<file path="src/rtl/regfile_pkg.sv">
// rtl/regfile_pkg.sv - shared constants and bypass-select helper for regfile_mp
package regfile_pkg;

  localparam int DEF_DATA_W = 32;
  localparam int DEF_ADDR_W = 5;

  // Widest write-port count supported; hit vectors are padded to this width.
  localparam int MAX_WR = 2;
  localparam int WSEL_W = 1;

  // Highest-index set bit of the write-hit vector wins the bypass.
  // Returns 0 when no bit is set; callers qualify with a separate any-hit flag.
  function automatic logic [WSEL_W-1:0] bypass_sel(input logic [MAX_WR-1:0] hit);
    logic [WSEL_W-1:0] sel;
    sel = '0;
    for (int w = 0; w < MAX_WR; w++) begin
      if (hit[w]) sel = WSEL_W'(w);
    end
    return sel;
  endfunction

endpackage

</file>
<file path="src/rtl/rf_read_port.sv">
// rtl/rf_read_port.sv - one read port: reset/zero forcing, write bypass, pending mask
module rf_read_port
  import regfile_pkg::*;
#(
  parameter int DATA_W   = DEF_DATA_W,
  parameter int ADDR_W   = DEF_ADDR_W,
  parameter int NUM_WR   = 1,
  parameter bit ZERO_REG = 1'b1
) (
  input  logic                     rst_i,
  input  logic [ADDR_W-1:0]        raddr_i,
  input  logic [DATA_W-1:0]        mem_data_i,
  input  logic                     pend_i,
  input  logic [NUM_WR*ADDR_W-1:0] wr_addr_i,
  input  logic [NUM_WR*DATA_W-1:0] wr_data_i,
  input  logic [NUM_WR-1:0]        wr_en_i,
  output logic [DATA_W-1:0]        rdata_o,
  output logic                     rpend_o
);

  logic [MAX_WR-1:0] hit;
  logic [WSEL_W-1:0] sel;
  logic [DATA_W-1:0] byp_data;
  logic              any_hit;
  logic              force_zero;

  // Detect which write ports target this read address this cycle.
  always_comb begin
    hit = '0;
    for (int w = 0; w < NUM_WR; w++) begin
      hit[w] = wr_en_i[w] && (wr_addr_i[w*ADDR_W +: ADDR_W] == raddr_i);
    end
  end

  assign any_hit    = |hit;
  assign sel        = bypass_sel(hit);
  assign force_zero = rst_i || (ZERO_REG && (raddr_i == '0));

  // Pick the data of the highest-priority hitting write port.
  always_comb begin
    byp_data = '0;
    for (int w = 0; w < NUM_WR; w++) begin
      if (WSEL_W'(w) == sel) byp_data = wr_data_i[w*DATA_W +: DATA_W];
    end
  end

  // Final read priority: forced zero, then bypass, then the stored value.
  always_comb begin
    rdata_o = mem_data_i;
    rpend_o = pend_i;
    if (force_zero) begin
      rdata_o = '0;
      rpend_o = 1'b0;
    end else if (any_hit) begin
      rdata_o = byp_data;
      rpend_o = 1'b0;
    end
  end

endmodule

</file>
<file path="src/rtl/regfile_mp.sv">
// rtl/regfile_mp.sv - multi-port register file with bypass and pending scoreboard
module regfile_mp
  import regfile_pkg::*;
#(
  parameter int DATA_W   = DEF_DATA_W,
  parameter int ADDR_W   = DEF_ADDR_W,
  parameter int NUM_RD   = 2,
  parameter int NUM_WR   = 1,
  parameter bit ZERO_REG = 1'b1
) (
  input  logic                     clk,
  input  logic                     rst,
  input  logic [NUM_RD*ADDR_W-1:0] readreg,
  output logic [NUM_RD*DATA_W-1:0] readdata,
  output logic [NUM_RD-1:0]        rd_pending,
  input  logic [NUM_WR*ADDR_W-1:0] writereg,
  input  logic [NUM_WR*DATA_W-1:0] writedata,
  input  logic [NUM_WR-1:0]        RegWrite,
  input  logic                     issue_valid,
  input  logic [ADDR_W-1:0]        issue_reg
);

  localparam int DEPTH = 2 ** ADDR_W;

  logic [DATA_W-1:0] mem_q [DEPTH];
  logic [DEPTH-1:0]  pend_q;
  logic [DEPTH-1:0]  pend_d;

  // Next pending vector: clear written registers, then set the issued one.
  always_comb begin
    pend_d = pend_q;
    for (int w = 0; w < NUM_WR; w++) begin
      if (RegWrite[w]) pend_d[writereg[w*ADDR_W +: ADDR_W]] = 1'b0;
    end
    if (issue_valid && !(ZERO_REG && (issue_reg == '0))) begin
      pend_d[issue_reg] = 1'b1;
    end
  end

  // Register array writes; ascending port order lets the higher index win.
  always_ff @(posedge clk) begin
    if (rst) begin
      for (int a = 0; a < DEPTH; a++) mem_q[a] <= '0;
    end else begin
      for (int w = 0; w < NUM_WR; w++) begin
        if (RegWrite[w] && !(ZERO_REG && (writereg[w*ADDR_W +: ADDR_W] == '0))) begin
          mem_q[writereg[w*ADDR_W +: ADDR_W]] <= writedata[w*DATA_W +: DATA_W];
        end
      end
    end
  end

  // Pending scoreboard state.
  always_ff @(posedge clk) begin
    if (rst) pend_q <= '0;
    else     pend_q <= pend_d;
  end

  for (genvar r = 0; r < NUM_RD; r++) begin : g_rd
    logic [ADDR_W-1:0] raddr;
    assign raddr = readreg[r*ADDR_W +: ADDR_W];

    rf_read_port #(
      .DATA_W  (DATA_W),
      .ADDR_W  (ADDR_W),
      .NUM_WR  (NUM_WR),
      .ZERO_REG(ZERO_REG)
    ) u_rd (
      .rst_i     (rst),
      .raddr_i   (raddr),
      .mem_data_i(mem_q[raddr]),
      .pend_i    (pend_q[raddr]),
      .wr_addr_i (writereg),
      .wr_data_i (writedata),
      .wr_en_i   (RegWrite),
      .rdata_o   (readdata[r*DATA_W +: DATA_W]),
      .rpend_o   (rd_pending[r])
    );
  end

endmodule

</file>
<file path="config.mk">
export PLATFORM = sky130hd
export DESIGN_NAME = regfile_mp
export DESIGN_NICKNAME = d
export VERILOG_FILES = /design/src/rtl/regfile_pkg.sv /design/src/rtl/rf_read_port.sv /design/src/rtl/regfile_mp.sv
export SDC_FILE = /design/constraint.sdc
export NUM_CORES = 2
export LEC_CHECK = 0
export ABC_CLOCK_PERIOD_IN_PS = 6950
export BUFFER_PORTS_ARGS = -buffer_cell sky130_fd_sc_hd__buf_2
export CORE_MARGIN = 2
export CORE_UTILIZATION = 50
export CTS_CLUSTER_DIAMETER = 40
export DETAILED_ROUTE_END_ITERATION = 8
export PLACE_DENSITY = 0.75
export REMOVE_ABC_BUFFERS = 1
export SYNTH_ARGS = -nofsm -noshare
export SYNTH_HDL_FRONTEND = slang
export SYNTH_HIERARCHICAL = 1
export SYNTH_SLANG_ARGS = --single-unit
</file>
<file path="constraint.sdc">
create_clock -name clk -period 6.95 [get_ports clk]
set_input_delay 1.39 -clock clk [delete_from_list [all_inputs] [get_ports clk]]
set_output_delay 1.39 -clock clk [all_outputs]
set_load 0.03 [all_outputs]
</file>
==> impl_metrics.ini <==
[outcome]
status = complete, but fails checks
violations = DRC

[timing]
drv_slew = 0
slew_headroom_pct = 5.71
finalSetupViolCount = 0
min_period_over_period_pct = 80.9
fmax_mhz = 178
finalCriticalPeriod_ns = 5.62
rsz0062_at_grt = false
tightest_slew_ns = 1.41
finalClockSkew_ns = 0
finalHoldViolCount = 0

[global_routing]
grt_pass1_wl_um = 295000
grt_pass1_vias = 44300
grt_use_total_pct = 33.5
grt_max_degree = 75
antenna_found_initial = 16
grt-ovfl-total = 0

[yosys]
syn_avg_cell_area_sq_um = 11.7
syn_inst = 5089
synth-seq-cells = 1056
yosysSeqAreaShare_pct = 52.8
ys_types = 43
synth_area_leaders = edfxtp_1 (52%), mux2i_1 (18%), and2_1 (10%), a22oi_1 (2.5%), a21oi_1 (1.9%)
ys_warn_count = 6
synth_area_leader_cell = edfxtp_1
synth_top_area_share_pct = 51.8
synthesis.area_sq_mm = 0.0594

[routing]
antenna_left = 0
dr.pass1.iters = 8
routed_via_density = 6.66
drc_errors = 1
wl_um = 208000
num_vias = 44600
drtIter0Drc = 6394
route.detailed.wl_per_inst_um = 31.1

[cells_and_area]
final_core_util_pct = 56.1
area_delta_synth_final_pct = 11.3
fin_cells = 6694
nets = 5089
final_common_cell = mux2i_1
layout-drive-gt1-share_pct = 12.7
multiInputGateArea_sq_mm = 0.0258
seq_area_sq_mm = 0.0314
final_cell_mix = mux2i_1 (1056), edfxtp_1 (1024), and2_1 (992), nand2_1 (299), a21oi_1 (229)
nFillCells = 9399

[critical_path]
critical_path_class = primary input to output pin
cp-end-kind = output pin
required_ns = 5.56
path_depth = 10
crit_top_cell = buf_2
crit_chain = buf_2 -> nor2b_4 -> buf_4 -> a22o_1 -> nor3_1 -> a31oi_1 -> nand3_1 -> nand2_1 -> o21ai_2 -> buf_2
reg2reg_slack_ns = 6.21
slowest_stage = nor2b_4
crit_buf_inv = 3
critPathLaunchType = primary input
critPathMaxFanout = 20
arrival_ns = 4.23
critical_path.top_delay_family = simple AND/OR/NAND/NOR gates
r2r_cells = 2
max_stage_delay_ns = 1.01

[die]
chipHeight_um = 349
start_util_pct = 50.4
die_w_um = 349
io_pins = 122
die-area_sq_mm = 0.122
core-area_sq_mm = 0.118
rows = 126

[power]
p_int_uw = 12600
peakVddDrop_uv = 252
pwr-share-clk_pct = 44.0
pwr_density_cell_mw_per_mm2 = 257
p_sw_share_pct = 26.0
p_comb_share_pct = 11.8
netSwitchingPower_uw = 4410
cellLeakagePower_uw = 0.0259
sequentialPowerShare_pct = 44.2

[placed_design]
numPortBuffers = 121
dp_cells = 6430
place_congestion = 0.864
dp_hpwl_um = 116000

[clocking]
cts.sinks = 1056
post_cts_buffers = 0
clk_latency_ns = 0.73
cts_resized = 0
cts_tree = done
cts_htree_levels = 4
cts_buffer_depth = 3
clk_pin_slew_ns = 0.05
cts_hold_buf = 0
cts-buffers-inserted = 137
clockRootBuffer = clkbuf_16

[run]
maxCapViolations = 0

[min_path]
hold_depth = 1
hold_path_class = flip-flop to flip-flop
power groups by stage:
stage / Combinational, uW / Clock [uW] / Sequential [uW]
2_1_floorplan: 1040 / 0 / 7570
3_3_place_gp: 1900 / 0 / 7600
3_5_place_dp: 1930 / 0 / 7630
4_1_cts: 1940 / 7470 / 7500
5_1_grt: 2070 / 7730 / 7540
6_report: 2000 / 7460 / 7510
cells in the mapped netlist, drive strengths merged:
cell type / count
and3: 2
a22o: 132
clkbuf: 260
dfxtp: 32
nand3: 203
a22oi: 198
o21ai: 95
or3b: 2
nor2b: 4
o21bai: 1
a31oi: 66
mux2i: 1056
and2: 996
buf: 243
nand2: 302
nor3: 69
and2b: 2
nor3b: 5
and4: 2
nand2b: 5
a21oi: 231
nor2: 44
nand4: 64
or2: 32
or3: 1
xor2: 4
nand3b: 4
conb: 1
edfxtp: 1024
xnor2: 6
and3b: 3
sequential cells by signal (all words and copies together) (netlist names):
| register | count |
|---|---|
| mem_q | 1024 |
| pend_q | 32 |
per-stage QoR:
step           instance area [sq um]  hold WS [ns]  power [uW]  setup TNS (ns)  worst slack (ns)
3_5_place_dp                   61300         0.482        9560               0              1.36
6_report                       66100         0.495       17000               0              1.33
2_1_floorplan                  56900         0.459        8620          -73.26             -1.25
3_3_place_gp                   61300         0.472        9500               0              1.40
5_1_grt                        66100         0.510       17300               0              1.35
4_1_cts                        66100         0.492       16900               0              1.34
metal layers:
metal / routed length [um] / global-route usage (%)
met4: 15000 / 22.5
met1: 74800 / 41.8
met2: 91600 / 50.6
met3: 26700 / 9.34
met5: 92 / 0
kinds of logic (layout without fill, tap and decap cells):
family | count (synthesis) | in the layout | synth area share, %
multiplexers | 1056 | 1056 | 17.8
flip-flops | 1056 | 1056 | 52.8
AND/OR/NAND/NOR | 1740 | 1740 | 16.6
buffers and inverters | 503 | 529 | 4.38
AO/OA/AOI/OAI | 723 | 723 | 8.27
other | 1 | 44 | 0.00631
XOR/XNOR | 10 | 10 | 0.147
worst register-to-register path, cell delays in order, from the launching register on:
cell	delay [ns]
dfxtp_1	0.38
o21ai_0	0.10
a21oi_1	0.18
final timing paths:
| kind | endpoint | startpoint |
|---|---|---|
| max | readdata[14] | readreg[2] |
| min | pend_q[0] | pend_q[0] |
| max reg2reg | pend_q[6] | pend_q[6] |
| min reg2reg | pend_q[0] | pend_q[0] |
cell type report:
type | count | share of cell area (%)
multi-input cells | 3561 | 39.0
clock inverters | 96 | 1.78
repair buffers | 277 | 3.31
clock buffers | 156 | 5.47
well taps | 1536 | 2.91
diodes | 12 | 0.0454
flip-flops and latches | 1056 | 47.5
(Power assumes the default switching activity.)
